<file path="config.mk">
export PLATFORM = sky130hd
export DESIGN_NAME = usb_rx_packet_parser
export DESIGN_NICKNAME = d
export VERILOG_FILES = /design/src/rtl/usb_rx_packet_parser.sv
export SDC_FILE = /design/constraint.sdc
export NUM_CORES = 1
export LEC_CHECK = 0
export CAP_MARGIN = 20
export CORE_ASPECT_RATIO = 0.8
export CORE_MARGIN = 5
export CORE_UTILIZATION = 30
export CTS_BUF_LIST = sky130_fd_sc_hd__clkbuf_2 sky130_fd_sc_hd__clkbuf_4 sky130_fd_sc_hd__clkbuf_8
export DETAILED_ROUTE_END_ITERATION = 8
export PLACE_DENSITY_LB_ADDON = 0.2
export SYNTH_ARGS = -nofsm -noshare
export SYNTH_HDL_FRONTEND = slang
export SYNTH_SLANG_ARGS = --single-unit
</file>
<file path="constraint.sdc">
create_clock -name clk -period 2.6 [get_ports clk]
set_input_delay 0.52 -clock clk [delete_from_list [all_inputs] [get_ports clk]]
set_output_delay 0.52 -clock clk [all_outputs]
set_load 0.1 [all_outputs]
</file>
<file path="src/rtl/usb_rx_packet_parser.sv">
// USB receive packet parser: classifies byte stream by PID, checks
// CRC5/CRC16 and lengths, forwards payload bytes with CRC stripped.
module usb_rx_packet_parser #(
  parameter logic [6:0] DEV_ADDR    = 7'd0,
  parameter int         MAX_PAYLOAD = 64
) (
  input  logic       clk,
  input  logic       rst,
  input  logic       rx_sop,
  input  logic [7:0] rx_byte,
  input  logic       rx_byte_valid,
  input  logic       rx_eop,
  input  logic       rx_line_error,
  output logic [2:0] RX_Packet,
  output logic       rx_packet_valid,
  output logic [3:0] rx_endpoint,
  output logic [7:0] rx_data,
  output logic       store_rx_data,
  output logic       rx_busy
);
  localparam int CW = $clog2(MAX_PAYLOAD + 3);
  localparam logic [CW-1:0] CNT_MAX = CW'(MAX_PAYLOAD + 2);
  localparam logic [CW-1:0] CNT_CRC = CW'(2);

  localparam logic [3:0] S_IDLE    = 4'd0;
  localparam logic [3:0] S_PID     = 4'd1;
  localparam logic [3:0] S_TOKEN1  = 4'd2;
  localparam logic [3:0] S_TOKEN2  = 4'd3;
  localparam logic [3:0] S_TOK_END = 4'd4;
  localparam logic [3:0] S_DATA    = 4'd5;
  localparam logic [3:0] S_HS_END  = 4'd6;
  localparam logic [3:0] S_DISCARD = 4'd7;
  localparam logic [3:0] S_RESULT  = 4'd8;

  localparam logic [2:0] R_NONE  = 3'd0;
  localparam logic [2:0] R_IN    = 3'd1;
  localparam logic [2:0] R_OUT   = 3'd2;
  localparam logic [2:0] R_DATA0 = 3'd3;
  localparam logic [2:0] R_DATA1 = 3'd4;
  localparam logic [2:0] R_ACK   = 3'd5;
  localparam logic [2:0] R_NAK   = 3'd6;
  localparam logic [2:0] R_ERROR = 3'd7;

  function automatic logic [4:0] crc5_upd(
    input logic [4:0] c, input logic [7:0] b);
    logic [4:0] r;
    logic fb;
    r = c;
    for (int i = 0; i < 8; i++) begin
      fb = b[i] ^ r[4];
      r  = {r[3:0], 1'b0};
      if (fb) r = r ^ 5'h05;
    end
    return r;
  endfunction

  function automatic logic [15:0] crc16_upd(
    input logic [15:0] c, input logic [7:0] b);
    logic [15:0] r;
    logic fb;
    r = c;
    for (int i = 0; i < 8; i++) begin
      fb = b[i] ^ r[15];
      r  = {r[14:0], 1'b0};
      if (fb) r = r ^ 16'h8005;
    end
    return r;
  endfunction

  logic [3:0]    state_q, state_d;
  logic [2:0]    code_q, code_d;
  logic [2:0]    res_q, res_d;
  logic [CW-1:0] cnt_q, cnt_d;
  logic [7:0]    h0_q, h0_d;
  logic [7:0]    h1_q, h1_d;
  logic [10:0]   tok_q, tok_d;
  logic [4:0]    crc5_q, crc5_d;
  logic [15:0]   crc16_q, crc16_d;
  logic [2:0]    pkt_q, pkt_d;
  logic          valid_q, valid_d;
  logic [3:0]    ep_q, ep_d;
  logic [7:0]    data_q, data_d;
  logic          store_q, store_d;
  logic          busy_q, busy_d;
  logic          fin;
  logic [2:0]    fin_code;
  logic          act;

  assign act = (state_q != S_IDLE) && (state_q != S_RESULT);

  // Next-state, result and payload pipeline decisions
  always_comb begin
    state_d  = state_q;
    code_d   = code_q;
    res_d    = res_q;
    cnt_d    = cnt_q;
    h0_d     = h0_q;
    h1_d     = h1_q;
    tok_d    = tok_q;
    crc5_d   = crc5_q;
    crc16_d  = crc16_q;
    pkt_d    = pkt_q;
    ep_d     = ep_q;
    data_d   = data_q;
    busy_d   = busy_q;
    valid_d  = 1'b0;
    store_d  = 1'b0;
    fin      = 1'b0;
    fin_code = R_ERROR;
    if (rx_sop) begin
      if (act) begin
        valid_d = 1'b1;
        pkt_d   = R_ERROR;
      end
      state_d = S_PID;
      busy_d  = 1'b1;
      res_d   = R_NONE;
      cnt_d   = '0;
      h0_d    = '0;
      h1_d    = '0;
      crc5_d  = 5'h1F;
      crc16_d = 16'hFFFF;
    end else if (act && rx_line_error) begin
      res_d = R_ERROR;
      if (rx_eop) fin = 1'b1;
      else state_d = S_DISCARD;
    end else begin
      unique case (state_q)
        S_IDLE, S_RESULT: state_d = S_IDLE;
        S_PID: begin
          if (rx_byte_valid) begin
            if (rx_byte[7:4] != ~rx_byte[3:0]) begin
              res_d   = R_ERROR;
              state_d = S_DISCARD;
            end else begin
              case (rx_byte)
                8'h69: begin code_d = R_IN;    state_d = S_TOKEN1; end
                8'hE1: begin code_d = R_OUT;   state_d = S_TOKEN1; end
                8'hC3: begin code_d = R_DATA0; state_d = S_DATA;   end
                8'h4B: begin code_d = R_DATA1; state_d = S_DATA;   end
                8'hD2: begin code_d = R_ACK;   state_d = S_HS_END; end
                8'h5A: begin code_d = R_NAK;   state_d = S_HS_END; end
                default: begin
                  res_d   = R_NONE;
                  state_d = S_DISCARD;
                end
              endcase
            end
          end else if (rx_eop) begin
            fin = 1'b1;
          end
        end
        S_TOKEN1: begin
          if (rx_byte_valid) begin
            tok_d[7:0] = rx_byte;
            crc5_d     = crc5_upd(crc5_q, rx_byte);
            state_d    = S_TOKEN2;
          end else if (rx_eop) begin
            fin = 1'b1;
          end
        end
        S_TOKEN2: begin
          if (rx_byte_valid) begin
            tok_d[10:8] = rx_byte[2:0];
            crc5_d      = crc5_upd(crc5_q, rx_byte);
            state_d     = S_TOK_END;
          end else if (rx_eop) begin
            fin = 1'b1;
          end
        end
        S_TOK_END: begin
          if (rx_byte_valid) begin
            res_d   = R_ERROR;
            state_d = S_DISCARD;
          end else if (rx_eop) begin
            fin = 1'b1;
            if (crc5_q != 5'b01100) begin
              fin_code = R_ERROR;
            end else if (tok_q[6:0] != DEV_ADDR) begin
              fin_code = R_NONE;
            end else begin
              fin_code = code_q;
              ep_d     = tok_q[10:7];
            end
          end
        end
        S_HS_END: begin
          if (rx_byte_valid) begin
            res_d   = R_ERROR;
            state_d = S_DISCARD;
          end else if (rx_eop) begin
            fin      = 1'b1;
            fin_code = code_q;
          end
        end
        S_DATA: begin
          if (rx_byte_valid) begin
            if (cnt_q == CNT_MAX) begin
              res_d   = R_ERROR;
              state_d = S_DISCARD;
            end else begin
              crc16_d = crc16_upd(crc16_q, rx_byte);
              cnt_d   = cnt_q + 1'b1;
              h0_d    = h1_q;
              h1_d    = rx_byte;
              if (cnt_q >= CNT_CRC) begin
                store_d = 1'b1;
                data_d  = h0_q;
              end
            end
          end else if (rx_eop) begin
            fin = 1'b1;
            if (cnt_q >= CNT_CRC && crc16_q == 16'h800D)
              fin_code = code_q;
          end
        end
        S_DISCARD: begin
          if (rx_eop) begin
            fin      = 1'b1;
            fin_code = res_q;
          end
        end
        default: state_d = S_IDLE;
      endcase
    end
    if (fin) begin
      state_d = S_RESULT;
      valid_d = 1'b1;
      pkt_d   = fin_code;
      busy_d  = 1'b0;
    end
  end

  // State and output registers with synchronous reset
  always_ff @(posedge clk) begin
    if (rst) begin
      state_q <= S_IDLE;
      code_q  <= R_NONE;
      res_q   <= R_NONE;
      cnt_q   <= '0;
      h0_q    <= '0;
      h1_q    <= '0;
      tok_q   <= '0;
      crc5_q  <= '0;
      crc16_q <= '0;
      pkt_q   <= R_NONE;
      valid_q <= 1'b0;
      ep_q    <= '0;
      data_q  <= '0;
      store_q <= 1'b0;
      busy_q  <= 1'b0;
    end else begin
      state_q <= state_d;
      code_q  <= code_d;
      res_q   <= res_d;
      cnt_q   <= cnt_d;
      h0_q    <= h0_d;
      h1_q    <= h1_d;
      tok_q   <= tok_d;
      crc5_q  <= crc5_d;
      crc16_q <= crc16_d;
      pkt_q   <= pkt_d;
      valid_q <= valid_d;
      ep_q    <= ep_d;
      data_q  <= data_d;
      store_q <= store_d;
      busy_q  <= busy_d;
    end
  end

  assign RX_Packet       = pkt_q;
  assign rx_packet_valid = valid_q;
  assign rx_endpoint     = ep_q;
  assign rx_data         = data_q;
  assign store_rx_data   = store_q;
  assign rx_busy         = busy_q;
endmodule

</file>
# Word level (Yosys, flattened, before mapping)
# Index checks and enable logic that the tools add are counted.
# W data, S select, Z words.
[classes] add_sub_neg=1 n_mul=0 n_div=0 n_lt_le_gt_ge=1 eq_ne=47 n_shift=0 muxes=170 n_bitwise=55 n_reduce_logical=35
[op_table] operator="$mux W16" count=48
[op_table] operator="$mux W5" count=59
[op_table] operator="$mux W3" count=38
[op_table] operator="$mux W4" count=10
[op_table] operator="$ne A4 B4 Y1 const B" count=9
[op_table] operator="$not A2 Y2" count=15
[op_table] operator="$ne A3 B3 Y1 const B" count=9
[op_table] operator="$ne A5 B5 Y1 const B" count=5
[op_table] operator="$eq A8 B7 Y1 const B" count=3
[op_table] operator="$eq A8 B8 Y1 const B" count=3
[op_table] operator="$not A3 Y3" count=8
[op_table] operator="$pmux W4 S6" count=1
[op_table] operator="$reduce_and A8 Y1" count=3
[op_table] operator="$xor A1 B1 Y1" count=23
[op_table] operator="$reduce_and A4 Y1" count=5
[op_table] operator="$pmux W3 S3" count=2
[op_table] operator="$pmux W3 S6" count=1
[op_table] operator="$reduce_and A6 Y1" count=3
[op_table] operator="$reduce_or A6 Y1" count=3
[op_table] operator="$eq A16 B16 Y1 const B" count=1
[op_table] operator="$eq A4 B3 Y1 const B" count=4
[op_table] operator="$pmux W3 S4" count=1
[op_table] operator="$reduce_or A2 Y1" count=6
[op_table] operator="$pmux W5 S2" count=1
[op_table] operator="other kinds (24)" count=48
[totals] ff_bits=83 latchBits=0 ramBits=0 rom_bits=0 in_bits=14 output_inout_bits=18 n_memories=0

# Depth between registers and ports, before layout
[logic_depth] depth_word=56 ltp_mapped=9 ltp_nobuf=8

# Least setup slack after synthesis
# No wires, ideal clock.
[synth_path] kind="input to register" startpoint="in rx_byte[4]" endpoint="reg crc16_q[15]" t_arrival_ns=2.193 required_time_ns=2.533 slack_ns=0.339 path_stages=7 path_buffers=1 path_cell_list="buf_2 xnor2_1 xnor2_1 xnor3_2 xnor3_1 a21o_1 a21oi_2"
[synth_via] elab_chain_len=28
[synth_lines] element="start, declared" line_no="10" text="input logic [7:0] rx_byte,"
[synth_lines] element="$xor A1 B1 Y1" line_no="63" text="fb = b[i] ^ r[15];"
[synth_lines] element="$mux W16" line_no="65" text="if (fb) r = r ^ 16'h8005;"
[synth_lines] element="$mux W16" line_no="198" text="if (cnt_q == CNT_MAX) begin"
[synth_lines] element="$mux W16" line_no="197" text="if (rx_byte_valid) begin"
[synth_lines] element="$mux W16" line_no="128" text="unique case (state_q)"
[synth_lines] element="$mux W16" line_no="123" text="end else if (act && rx_line_error) begin"
[synth_lines] element="$mux W16" line_no="110" text="if (rx_sop) begin"
[synth_lines] element="$xor A1 B1 Y1" line_no="63"
[synth_lines] element="[... 12 more ...]"
[synth_lines] element="$mux W16" line_no="110"
[synth_lines] element="$xor A1 B1 Y1" line_no="63"
[synth_lines] element="$mux W16" line_no="65"
[synth_lines] element="$mux W16" line_no="198"
[synth_lines] element="$mux W16" line_no="197"
[synth_lines] element="$mux W16" line_no="128"
[synth_lines] element="$mux W16" line_no="123"
[synth_lines] element="$mux W16" line_no="110"
[synth_lines] element="end signal, assigned" line_no="261" text="crc16_q <= crc16_d;"
[synth_lines] element="end, declared" line_no="78" text="logic [15:0] crc16_q, crc16_d;"
# Every way passes these cells. The select of a mux whose other input is x is not followed.
# A chain may end at the register's enable or synchronous reset.

# Worst setup path in the final report
[layout_path] startpoint="reg state_q[2]" endpoint="reg data_q[3] (netlist: rx_data[3])"
[layout_via] elab_chain_len=5 word_cells_on_any_way=7 classes_between="eq/ne (2); bitwise (1); reduce/logical (4)"
[layout_lines] element="start, declared" line_no="70" text="logic [3:0] state_q, state_d;"
[layout_lines] element="start signal, assigned" line_no="253" text="state_q <= state_d;"
[layout_lines] element="$ne A4 B4 Y1 or $reduce_bool A4 Y1 (tied branches)" line_no="89" text="assign act = (state_q != S_IDLE) && (state_q != S_RESULT);"
[layout_lines] element="$logic_and A1 B1 Y1" line_no="89"
[layout_lines] element="$logic_and A1 B1 Y1" line_no="123"
[layout_lines] element="$not A1 Y1 (no line)"
[layout_lines] element="$reduce_and A6 Y1 (no line) (*)"
[layout_lines] element="end signal, assigned" line_no="265" text="data_q <= data_d;"
[layout_lines] element="end, declared" line_no="82" text="logic [7:0] data_q, data_d;"
# Mark *: on every way between the ends. The rest lies on a longest branch, timed or not.

==> flow_summary.yaml <==
clock_tree:
  tritoncts.num_buffers: 9
  cts_num_sinks: 81
  clock_tree_from_tritoncts: "done"
  clk_pin_slew_worst_paths_ns: 0.09
  cts_hold_buf: 0
  cts-htree-levels: 3
  max_root_sink_buffers: 2
  clkLatencyLatePin_ns: 0.36
  cts.root.buffer_cell: "sky130_fd_sc_hd__clkbuf_8"
  postCtsSetupRepairBufs: 0
  post_cts_resized: 0
layout:
  footprint_of_the_multi_input_gates_sq_um: 2190
  num-nets-final: 541
  layout-drive-gt1-share_pct: 18.3
  syn_to_final_growth_pct: 22.0
  ff_latch_area_sq_um: 1620
  final_cell_area_sq_um: 4890
  commonest_cells_after_routing_fill_and_taps_aside: "sky130_fd_sc_hd__dfxtp_1 (81), sky130_fd_sc_hd__nand2_1 (66), sky130_fd_sc_hd__buf_4 (66)"
  final_core_occ_pct: 37.7
  fillerInstances: 1359
  antenna_cells_inserted: 0
  commonest_non_fill_non_tap_cell_in_the_layout: "sky130_fd_sc_hd__dfxtp_1"
pwr:
  power.share.switching_pct: 32.6
  power.combinational.fraction_pct: 25.9
  power_switching_mw: 0.979
  cellLeakagePower_nw: 1.88
  power.ir.vdd_worst_v: 0.000319
  power_density_nw_per_um2: 615
  seq_power_share_pct: 44.7
  p_clk_share_pct: 29.4
  internal-power_mw: 2.03
synth:
  synthesized_netlist_net_count: 484
  synth_compound_gate_area_share_pct: 13.5
  synth_top_cell_by_area: "sky130_fd_sc_hd__dfxtp_1"
  yosys.area_share.simple_pct: 21.7
  post_synth_xor_area_fraction_pct: 12.1
  synth-edff-count: 0
  yosys-mux-area-fraction_pct: 6.74
  dominantRegCellSynth: "sky130_fd_sc_hd__dfxtp_1"
  main_combinational_cell_family_by_area_after_synthesis: "simple AND/OR/NAND/NOR gates"
  ys_seq_elements: 81
  postSynth.asyncResetShare_pct: 0
  syn-mean-instance-area_sq_um: 8.56
  synth-warning-count: 0
  ys_seq_area_share_pct: 40.5
  syn_inst: 468
  synth_adder_area_share_pct: 0.624
  netlist_top_cells_area: "sky130_fd_sc_hd__dfxtp_1 (40%), sky130_fd_sc_hd__mux2i_1 (6.7%), sky130_fd_sc_hd__nand2_1 (6.2%)"
  syn_area_sq_um: 4010
  synth_cell_type_count: 58
  synth_top_area_share_pct: 40.5
setup_path:
  cpMaxStageDelayCell: "sky130_fd_sc_hd__or3_1"
  timing.critical_path.to_type: "register"
  crit-reg2reg-capture: "rx_data[3]"
  dominant_delay_contributor_by_cell_family_on_the_critical_path: "simple AND/OR/NAND/NOR gates"
  crit_path_largest_cell_delay_ns: 0.62
  worstRegToRegCells: 6
  critical_path_required_ns: 2.82
  launching_element_type_of_the_critical_path: "register"
  r2r_slack_ns: 0.22
  critical_path.startpoint: "state_q[2]"
  timing.rr.start: "state_q[2]"
  crit_fanout: 12
  crit_type: "reg -> reg"
  crit_path_cell_trace: "nand4bb_1 -> a21oi_1 -> nand3_1 -> or3_1 -> mux2i_1 -> nor2_1"
  crit_buf_inv: 0
  cp_data_arrival_time_ns: 2.60
global_routing:
  grt.overflow.total: 0
  top_usage_layer: "met2"
  grt_pass1_wl_um: 17400
  groute.usage.overall_pct: 13.7
  first_global_vias: 3301
  pin_count_of_the_biggest_net_entering_global_routing: 56
  grtUsageMet3_pct: 4.19
  grt_util_met1_pct: 19.5
  grt_util_met2_pct: 20.4
  number_of_antenna_violations_at_the_first_check_in_global_routing: 0
timing:
  tns_ns: 0
  worst_hold_margin_ns: 0.457
  final-hold-violation-count: 0
  worst_pin_slew_ns: 0.629
  highest_clock_frequency_the_design_can_meet_mhz: 421
  final-setup-viol-count: 0
  finalClockSkew_ns: 0.0129
  grt_setup_unrepaired: "false"
  timing.slew.headroom_pct: 58.1
  min_period_ns: 2.38
  period_share_pct: 91.4
  slew_violations: 0
floorplan:
  site_rows: 37
  floorplan.io_pins: 32
  die_height_um: 113
  floorplan.die_area_sq_um: 15800
  die_x_um: 139
  initial_utilization_pct: 30.9
  floorplan.core_area_sq_um: 13000
route:
  detailedRoute.firstIterationViolations: 286
  route.detailed.drc: 0
  antenna_left: 0
  via_count: 3370
  count_of_tritonroute_iterations_in_the_first_routing_pass: 4
  detail_route.wl_per_cell_um: 15.3
  via_per_inst: 4.78
  wirelength_um: 10800
place:
  place.port_buffers: 31
  place_hpwl_um: 7830
  dpl_cell_area_sq_um: 4710
  place.gp.congestion: 0.814
hold_path:
  min_delay_path_depth: 2
  whs_endpoint: "h0_q[6]"
  min_path_type: "reg -> reg"
  worst_hold_startpoint: "h1_q[6]"
status:
  status: "finished clean"
job:
  max-cap-violations: 0
## power by group through the flow
stage / Combinational [mW] / Clock [mW] / Sequential, mW
after global routing: 0.843 / 0.971 / 1.35
after floorplan: 0.482 / 0 / 1.43
final: 0.779 / 0.884 / 1.34
after global placement: 0.765 / 0 / 1.37
after CTS: 0.775 / 0.923 / 1.34
after detailed placement: 0.771 / 0 / 1.37
## area by class of cell
| cell class | instances | area share (%) |
|---|---|---|
| Multi-Input combinational cell | 345 | 44.9 |
| Sequential cell | 81 | 33.2 |
| Timing Repair Buffer | 80 | 13.1 |
| Tap cell | 175 | 4.48 |
| Clock buffer | 10 | 2.81 |
| Clock inverter | 6 | 0.972 |
| Inverter | 8 | 0.614 |
## flip-flops by register name (all words and copies together), names as in the netlist
signal,count
cnt_q,7
rx_data,8
rx_busy,1
crc5_q,5
store_rx_data,1
RX_Packet,3
crc16_q,16
tok_q,11
state_q,4
rx_endpoint,4
rx_packet_valid,1
h1_q,8
code_q,3
h0_q,8
res_q,1
## per-stage QoR
stage                     worst slack, ns  power [mW]  instances
after floorplan                     0.339        1.91        468
after global routing               0.0390        3.17        705
after CTS                           0.234        3.04        705
after global placement            -0.0833        2.14        689
final                               0.223        3.01        705
after detailed placement           -0.137        2.14        689
## worst reg2reg max path, stage by stage, from the launching register on
cell	delay, ns
sky130_fd_sc_hd__dfxtp_1	0.61
sky130_fd_sc_hd__nand4bb_1	0.30
sky130_fd_sc_hd__a21oi_1	0.26
sky130_fd_sc_hd__nand3_1	0.15
sky130_fd_sc_hd__or3_1	0.62
sky130_fd_sc_hd__mux2i_1	0.24
sky130_fd_sc_hd__nor2_1	0.05
## Yosys cell counts, drive strengths merged, types with 2 or more instances
cell type,n
dfxtp,81
nand2,67
nor2,57
a21oi,30
xnor2,28
mux2i,27
clkbuf,20
xor2,18
a31oi,15
buf,14
nor3,9
o21ai,9
o22ai,8
a211oi,7
inv,7
nor4,6
and3,5
nand2b,5
nand3,5
nand4,5
nor2b,5
nand3b,3
nor4b,3
o21bai,3
or2,3
or3,3
xnor3,3
and2,2
ha,2
nand4bb,2
o31ai,2
## logic make-up after synthesis
kind of cell / Yosys count
compound gates: 83
flops: 81
fa+ha+maj: 2
mux: 27
buf+inv: 42
simple gates: 184
xor+xnor: 49
## how the worst max path moves through the flow
stage | to | slack, ns | cells after the start
5_1_grt | rx_data[3] | 0.04 | 6
3_3_place_gp | crc16_q[15] | -0.08 | 7
6_report | rx_data[3] | 0.22 | 6
3_5_place_dp | crc16_q[15] | -0.14 | 7
2_1_floorplan | crc16_q[15] | 0.34 | 7
4_1_cts | crc16_q[15] | 0.23 | 7
## routing by layer
metal / routed length, um / vias to the layer above / part of all wire [%]
li1: - / 1717 / -
met1: 5540 / 1564 / 52
met2: 4500 / 75 / 42
met3: 580 / 14 / 5.4
met4: 130 / 0 / 1.2
met5: 0 / - / 0
No activity file was read; power rests on OpenSTA's default activity.
